[config.mk]
export PLATFORM = sky130hd
export DESIGN_NAME = move_controller
export DESIGN_NICKNAME = d
export VERILOG_FILES = /design/src/rtl/ttt_pkg.sv /design/src/rtl/cell_decoder.sv /design/src/rtl/move_controller.sv
export SDC_FILE = /design/constraint.sdc
export NUM_CORES = 1
export LEC_CHECK = 0
export ABC_CLOCK_PERIOD_IN_PS = 5800
export CAP_MARGIN = 20
export CORE_UTILIZATION = 49
export DETAILED_ROUTE_END_ITERATION = 7
export GPL_ROUTABILITY_DRIVEN = 0
export PLACE_DENSITY = 0.9
export SLEW_MARGIN = 5
export SYNTH_ARGS = -nofsm -noshare
export SYNTH_HDL_FRONTEND = slang
export SYNTH_SLANG_ARGS = --single-unit
[constraint.sdc]
create_clock -name clock -period 5.8 [get_ports clock]
set_input_delay 0.58 -clock clock [delete_from_list [all_inputs] [get_ports clock]]
set_output_delay 0.58 -clock clock [all_outputs]
set_load 0.005 [all_outputs]
[src/rtl/ttt_pkg.sv]
// Shared definitions for the 3x3 board store: cell codes, board packing
// and the turn-sequencing FSM states.
package ttt_pkg;

    localparam int unsigned NUM_CELLS = 9;
    localparam int unsigned POS_W     = 2 * NUM_CELLS;

    localparam logic [1:0] CELL_EMPTY = 2'b00;
    localparam logic [1:0] CELL_PL    = 2'b01;
    localparam logic [1:0] CELL_PL2   = 2'b10;

    typedef enum logic [1:0] {
        WAIT_PL,
        WAIT_PL2,
        DONE
    } state_t;

    // Extract the 2-bit code of 0-based cell idx from a packed board.
    function automatic logic [1:0] cell_code(input logic [POS_W-1:0] board,
                                             input int unsigned idx);
        return board[2*idx +: 2];
    endfunction

endpackage

[src/rtl/cell_decoder.sv]
// Decodes a 1-based board position (1..9) into a one-hot cell select.
// range_ok is low for positions 0 and 10..15; the one-hot is then all zero.
module cell_decoder
    import ttt_pkg::*;
(
    input  logic [3:0]           pos,
    output logic [NUM_CELLS-1:0] onehot,
    output logic                 range_ok
);

    // Range check and one-hot decode of the position.
    always_comb begin
        onehot   = '0;
        range_ok = (pos >= 4'd1) && (pos <= 4'd9);
        if (range_ok) begin
            onehot = 9'(1) << (pos - 4'd1);
        end
    end

endmodule

[src/rtl/move_controller.sv]
// Turn-sequencing FSM for the 3x3 board store. Validates player / player2
// move requests, drives the one-hot write enables and illegal_move pulse,
// and freezes once the game is over or the board is full.
// Optional macro TURN_TIMEOUT_EN adds a per-turn idle forfeit after
// TIMEOUT_CYCLES cycles; without it timeout is tied low.
module move_controller
    import ttt_pkg::*;
#(
    parameter int unsigned TIMEOUT_CYCLES = 1000
) (
    input  logic                 clock,
    input  logic                 reset,
    input  logic                 play,
    input  logic                 pc,
    input  logic [3:0]           player_pos,
    input  logic [3:0]           pc_pos,
    input  logic [POS_W-1:0]     pos_state,
    input  logic                 game_over,
    output logic [NUM_CELLS-1:0] PL_en,
    output logic [NUM_CELLS-1:0] PL2_en,
    output logic                 illegal_move,
    output logic                 turn,
    output logic [3:0]           move_count,
    output logic                 done,
    output logic                 timeout
);

    if (TIMEOUT_CYCLES < 1) begin : g_bad_timeout
        $error("TIMEOUT_CYCLES must be at least 1");
    end

    state_t                 state, state_n;
    logic                   turn_n;
    logic [3:0]             count_n;
    logic [NUM_CELLS-1:0]   claimed, claimed_n;
    logic [NUM_CELLS-1:0]   pl_en_n, pl2_en_n;
    logic                   illegal_n;
    logic [NUM_CELLS-1:0]   occupied;
    logic [NUM_CELLS-1:0]   pl_hot, pc_hot, sel_hot;
    logic                   pl_ok, pc_ok, sel_ok, req, accept;

    cell_decoder u_pl_dec (
        .pos      (player_pos),
        .onehot   (pl_hot),
        .range_ok (pl_ok)
    );

    cell_decoder u_pc_dec (
        .pos      (pc_pos),
        .onehot   (pc_hot),
        .range_ok (pc_ok)
    );

    // A cell is taken if the board shows it or this block already granted it
    // (the claimed mask bridges the cycle before pos_state catches up).
    always_comb begin
        occupied = '0;
        for (int unsigned k = 0; k < NUM_CELLS; k++) begin
            occupied[k] = (cell_code(pos_state, k) != CELL_EMPTY) | claimed[k];
        end
    end

`ifdef TURN_TIMEOUT_EN
    localparam int unsigned TW = (TIMEOUT_CYCLES > 1) ? $clog2(TIMEOUT_CYCLES) : 1;
    localparam logic [TW-1:0] T_LAST = TW'(TIMEOUT_CYCLES - 1);
    logic [TW-1:0] tcnt, tcnt_n;
    logic          timeout_n;
`endif

    // Next-state, acceptance and output decisions for the side on turn.
    always_comb begin
        state_n   = state;
        turn_n    = turn;
        count_n   = move_count;
        claimed_n = claimed;
        pl_en_n   = '0;
        pl2_en_n  = '0;
        illegal_n = 1'b0;
        accept    = 1'b0;
`ifdef TURN_TIMEOUT_EN
        tcnt_n    = tcnt;
        timeout_n = 1'b0;
`endif
        req     = (state == WAIT_PL2) ? pc     : play;
        sel_hot = (state == WAIT_PL2) ? pc_hot : pl_hot;
        sel_ok  = (state == WAIT_PL2) ? pc_ok  : pl_ok;

        case (state)
            WAIT_PL, WAIT_PL2: begin
                if (game_over) begin
                    state_n = DONE;
                end else begin
                    if (req) begin
                        if (sel_ok && ((sel_hot & occupied) == '0)) begin
                            accept = 1'b1;
                        end else begin
                            illegal_n = 1'b1;
                        end
                    end
                    if (accept) begin
                        if (state == WAIT_PL) pl_en_n  = sel_hot;
                        else                  pl2_en_n = sel_hot;
                        claimed_n = claimed | sel_hot;
                        count_n   = (move_count == 4'd9) ? 4'd9 : move_count + 4'd1;
                        turn_n    = ~turn;
                        if (count_n == 4'd9)        state_n = DONE;
                        else if (state == WAIT_PL)  state_n = WAIT_PL2;
                        else                        state_n = WAIT_PL;
                    end
`ifdef TURN_TIMEOUT_EN
                    if (accept) begin
                        tcnt_n = '0;
                    end else if (tcnt == T_LAST) begin
                        timeout_n = 1'b1;
                        turn_n    = ~turn;
                        tcnt_n    = '0;
                        state_n   = (state == WAIT_PL) ? WAIT_PL2 : WAIT_PL;
                    end else begin
                        tcnt_n = tcnt + TW'(1);
                    end
`endif
                end
            end
            DONE: ;
            default: state_n = WAIT_PL;
        endcase
    end

    // State and registered outputs; synchronous reset overrides everything.
    always_ff @(posedge clock) begin
        if (reset) begin
            state        <= WAIT_PL;
            turn         <= 1'b0;
            move_count   <= '0;
            claimed      <= '0;
            PL_en        <= '0;
            PL2_en       <= '0;
            illegal_move <= 1'b0;
        end else begin
            state        <= state_n;
            turn         <= turn_n;
            move_count   <= count_n;
            claimed      <= claimed_n;
            PL_en        <= pl_en_n;
            PL2_en       <= pl2_en_n;
            illegal_move <= illegal_n;
        end
    end

`ifdef TURN_TIMEOUT_EN
    // Idle counter and forfeit pulse register.
    always_ff @(posedge clock) begin
        if (reset) begin
            tcnt    <= '0;
            timeout <= 1'b0;
        end else begin
            tcnt    <= tcnt_n;
            timeout <= timeout_n;
        end
    end
`else
    assign timeout = 1'b0;
`endif

    assign done = (state == DONE);

endmodule

==> impl_metrics.py <==
metrics = {
    "min_path": {
        "min_path_type": "register to register",
        "min_from": "claimed[1]$_SDFFE_PP0P_",
        "hold_path_depth": 2,
    },
    "cells_and_area": {
        "mostFrequentLayoutCells": "clkdlybuf4s50_1, dfxtp_1, nor3_1, inv_1, nor2_1",
        "syn2layout_area_growth_pct": 31.4,
        "fillCellCount": 269,
        "num-nets-final": 279,
        "layout-drive-gt1-share_pct": 13.1,
        "utilization_pct": 68.8,
        "fin_area_um2": 2350,
        "final_common_cell": "clkdlybuf4s50_1",
        "n_antenna_cell": 0,
    },
    "global_routing": {
        "grt_start_max_net_pins": 18,
        "antenna_found_initial": 0,
        "grt_pass1_vias": 1507,
        "grt_overflow": 0,
        "grt_first_pass_wirelength_um": 7020,
        "grt_usage_pct": 22.8,
    },
    "floorplan": {
        "fp.coreArea_um2": 3420,
        "fp.dieW_um": 62.4,
        "die_h_um": 62.4,
        "rows": 21,
        "initial_core_util_pct": 52.3,
        "die_area_um2": 3890,
        "io_pins": 57,
    },
    "yosys": {
        "synthAdderAreaFrac_pct": 2.80,
        "syn_nets": 231,
        "synth_compound_area_share_pct": 16.2,
        "ys_seq_elements": 35,
        "synthSimpleGateAreaFrac_pct": 30.5,
        "async_reset_ff_share_pct": 0,
        "synth_ff_type": "dfxtp_1",
        "yosys_warnings": 0,
        "avgSynthCellArea_um2": 9.12,
        "ys_seq_area_share_pct": 39.2,
        "synth-edff-count": 0,
        "yosys.area_share.xor_xnor_pct": 0,
        "synthCells": 196,
        "synthMuxAreaShare_pct": 2.17,
        "ys_types": 55,
        "synth_top_family_by_area": "simple AND/OR/NAND/NOR gates",
        "synth_area_um2": 1790,
    },
    "timing": {
        "max_slew_margin_pct": 43.7,
        "rsz0062_at_grt": "false",
        "setup-violations-final": 0,
        "clock.fmax_mhz": 301,
        "min_period_ns": 3.32,
        "slew_viol_final": 0,
        "fin_tns_setup_ns": 0,
        "max_slew.worst_pin.slew_ns": 0.843,
        "finalHoldViolCount": 0,
        "period_share_pct": 57.3,
        "fin_worst_skew_ns": 0.0132,
        "hold_ws_ns": 0.485,
    },
    "routing": {
        "met2_length_um": 1970,
        "first_pass_iters": 4,
        "antenna_left": 0,
        "top_layer": "met4",
        "route.met3.wl_um": 333,
        "drt-total-wl_um": 4230,
        "vias": 1617,
        "wl_met1_um": 1910,
        "avgViaCountPerCell": 5.56,
        "wire_per_inst_um": 14.5,
        "route.detailed.drc": 0,
        "drt_first_iter_violations": 52,
    },
    "clock_network": {
        "clock_latency_ns": 0.33,
        "clk_pin_slew_ns": 0.11,
        "h-tree-depth": 2,
        "cts_hold_buf": 0,
        "clockBufferDepth": 2,
        "cts_resized": 0,
        "root_buffer": "clkbuf_4",
        "cts_made_buffers": 5,
        "post_cts_buffers": 0,
        "cts_tree": "built",
        "cts.sinks": 35,
    },
    "power_and_ir_drop": {
        "power_density_nw_per_um2": 191,
        "p_total_uw": 448,
        "ir_worst_vdd_mv": 0.189,
        "p_leak_uw": 0.000787,
    },
    "critical_path": {
        "reg2reg_from": "state[0]$_SDFFE_PP0P_",
        "path_cells": "clkdlybuf4s50_1, nor2_1, ha_1, nand3b_1, nor3_1, o41ai_2, o2111a_2, nand4_2, or4_4, nor2_2",
        "required_ns": 6.07,
        "cp_top_family": "simple AND/OR/NAND/NOR gates",
        "crit_buf_inv": 1,
        "arrival_ns": 3.60,
        "crit_path_end_kind": "register",
        "worst-setup-path-type": "input port to register",
        "path_max_fanout": 11,
        "crit_path_start_kind": "input port",
        "critical-path-max-stage-delay_ns": 0.70,
        "crit_start": "player_pos[1]",
        "reg2reg_depth": 7,
        "cpMaxStageDelayCell": "clkdlybuf4s50_1",
        "cp.depth": 10,
    },
    "placement": {
        "placed_area_um2": 2290,
        "dp_hpwl_um": 3160,
        "portBuffers": 55,
    },
    "outcome": {
        "outcome": "finished, final reports clean",
    },
    "flow_run": {
        "drv_cap": 0,
    },
}
power by group:
group | internal, uW | switching (uW) | leakage [uW]
combinational | 38.1 | 38.8 | 0.000476
clock | 46.8 | 79.0 | 0.0000282
sequential | 243 | 2.70 | 0.000282
total | 327 | 121 | 0.000787
synthesized netlist by cell type, drive strengths merged (2+ instances only):
master	count	share of area, %
mux2i	2	1.3
clkbuf	3	0.70
buf	11	4.9
a211oi	2	0.84
or3	4	1.4
nor4	6	2.8
nor2b	3	1.1
or4	2	1.1
ha	4	2.8
o22ai	9	3.2
o31a	2	0.98
or2	3	1.1
nand3	4	1.4
nand4	3	1.8
a22oi	2	1.9
inv	16	3.4
nor4b	4	2.8
nand2	5	1.1
nor2	24	6.3
nand3b	2	0.84
nor3	18	5.0
dfxtp	35	39
o21ai	4	1.1
a21oi	6	1.9
and2	2	0.70
o32ai	2	0.98
nand4b	2	0.98
area by class of cell:
type / count / area [um2] / area share [%]
Timing Repair Buffer: 55 / 551 / 23.4
Inverter: 16 / 60.1 / 2.56
Clock buffer: 6 / 41.3 / 1.76
Sequential cell: 35 / 701 / 29.8
Multi-Input combinational cell: 131 / 926 / 39.4
Tap cell: 46 / 57.6 / 2.45
Clock inverter: 2 / 12.5 / 0.533
through the flow:
stage / worst slack, ns / instances
2_1_floorplan: 2.98 / 196
4_1_cts: 2.51 / 291
6_report: 2.48 / 291
3_3_place_gp: 2.19 / 283
5_1_grt: 2.31 / 291
3_5_place_dp: 2.14 / 283
worst min-delay path: cells and delay by family, from the launching register on:
| family | cells | cell delay (ns) |
|---|---|---|
| DFF | 1 | 0.33 |
| AOI/OAI and AO/OA | 1 | 0.07 |
| buffers and inverters | 1 | 0.05 |
routing by layer:
| layer | global-route usage, % | vias up |
|---|---|---|
| met5 | 0 | - |
| met4 | 5.52 | 0 |
| met3 | 7.12 | 2 |
| met2 | 36.5 | 74 |
| met1 | 29.7 | 733 |
| li1 | - | 808 |
cell families (layout without fill, tap and decap cells):
kind of cell / Yosys count / after routing
simple gates: 87 / 87
buf+inv: 30 / 79
fa+ha+maj: 4 / 4
flops: 35 / 35
mux: 3 / 3
compound gates: 36 / 36
other cells: 1 / 1
path summary, 6_finish.rpt:
path | end | slack, ns
max | PL_en[4]$_SDFF_PP0_ | 2.48
min | claimed[1]$_SDFFE_PP0P_ | 0.48
max reg2reg | PL_en[4]$_SDFF_PP0_ | 2.87
min reg2reg | claimed[1]$_SDFFE_PP0P_ | 0.48
registers in the layout, summed over array words and instances (netlist names):
name          count
PL2_en            9
PL_en             9
claimed           9
move_count        4
state             2
illegal_move      1
turn              1
(Power assumes the default switching activity.)
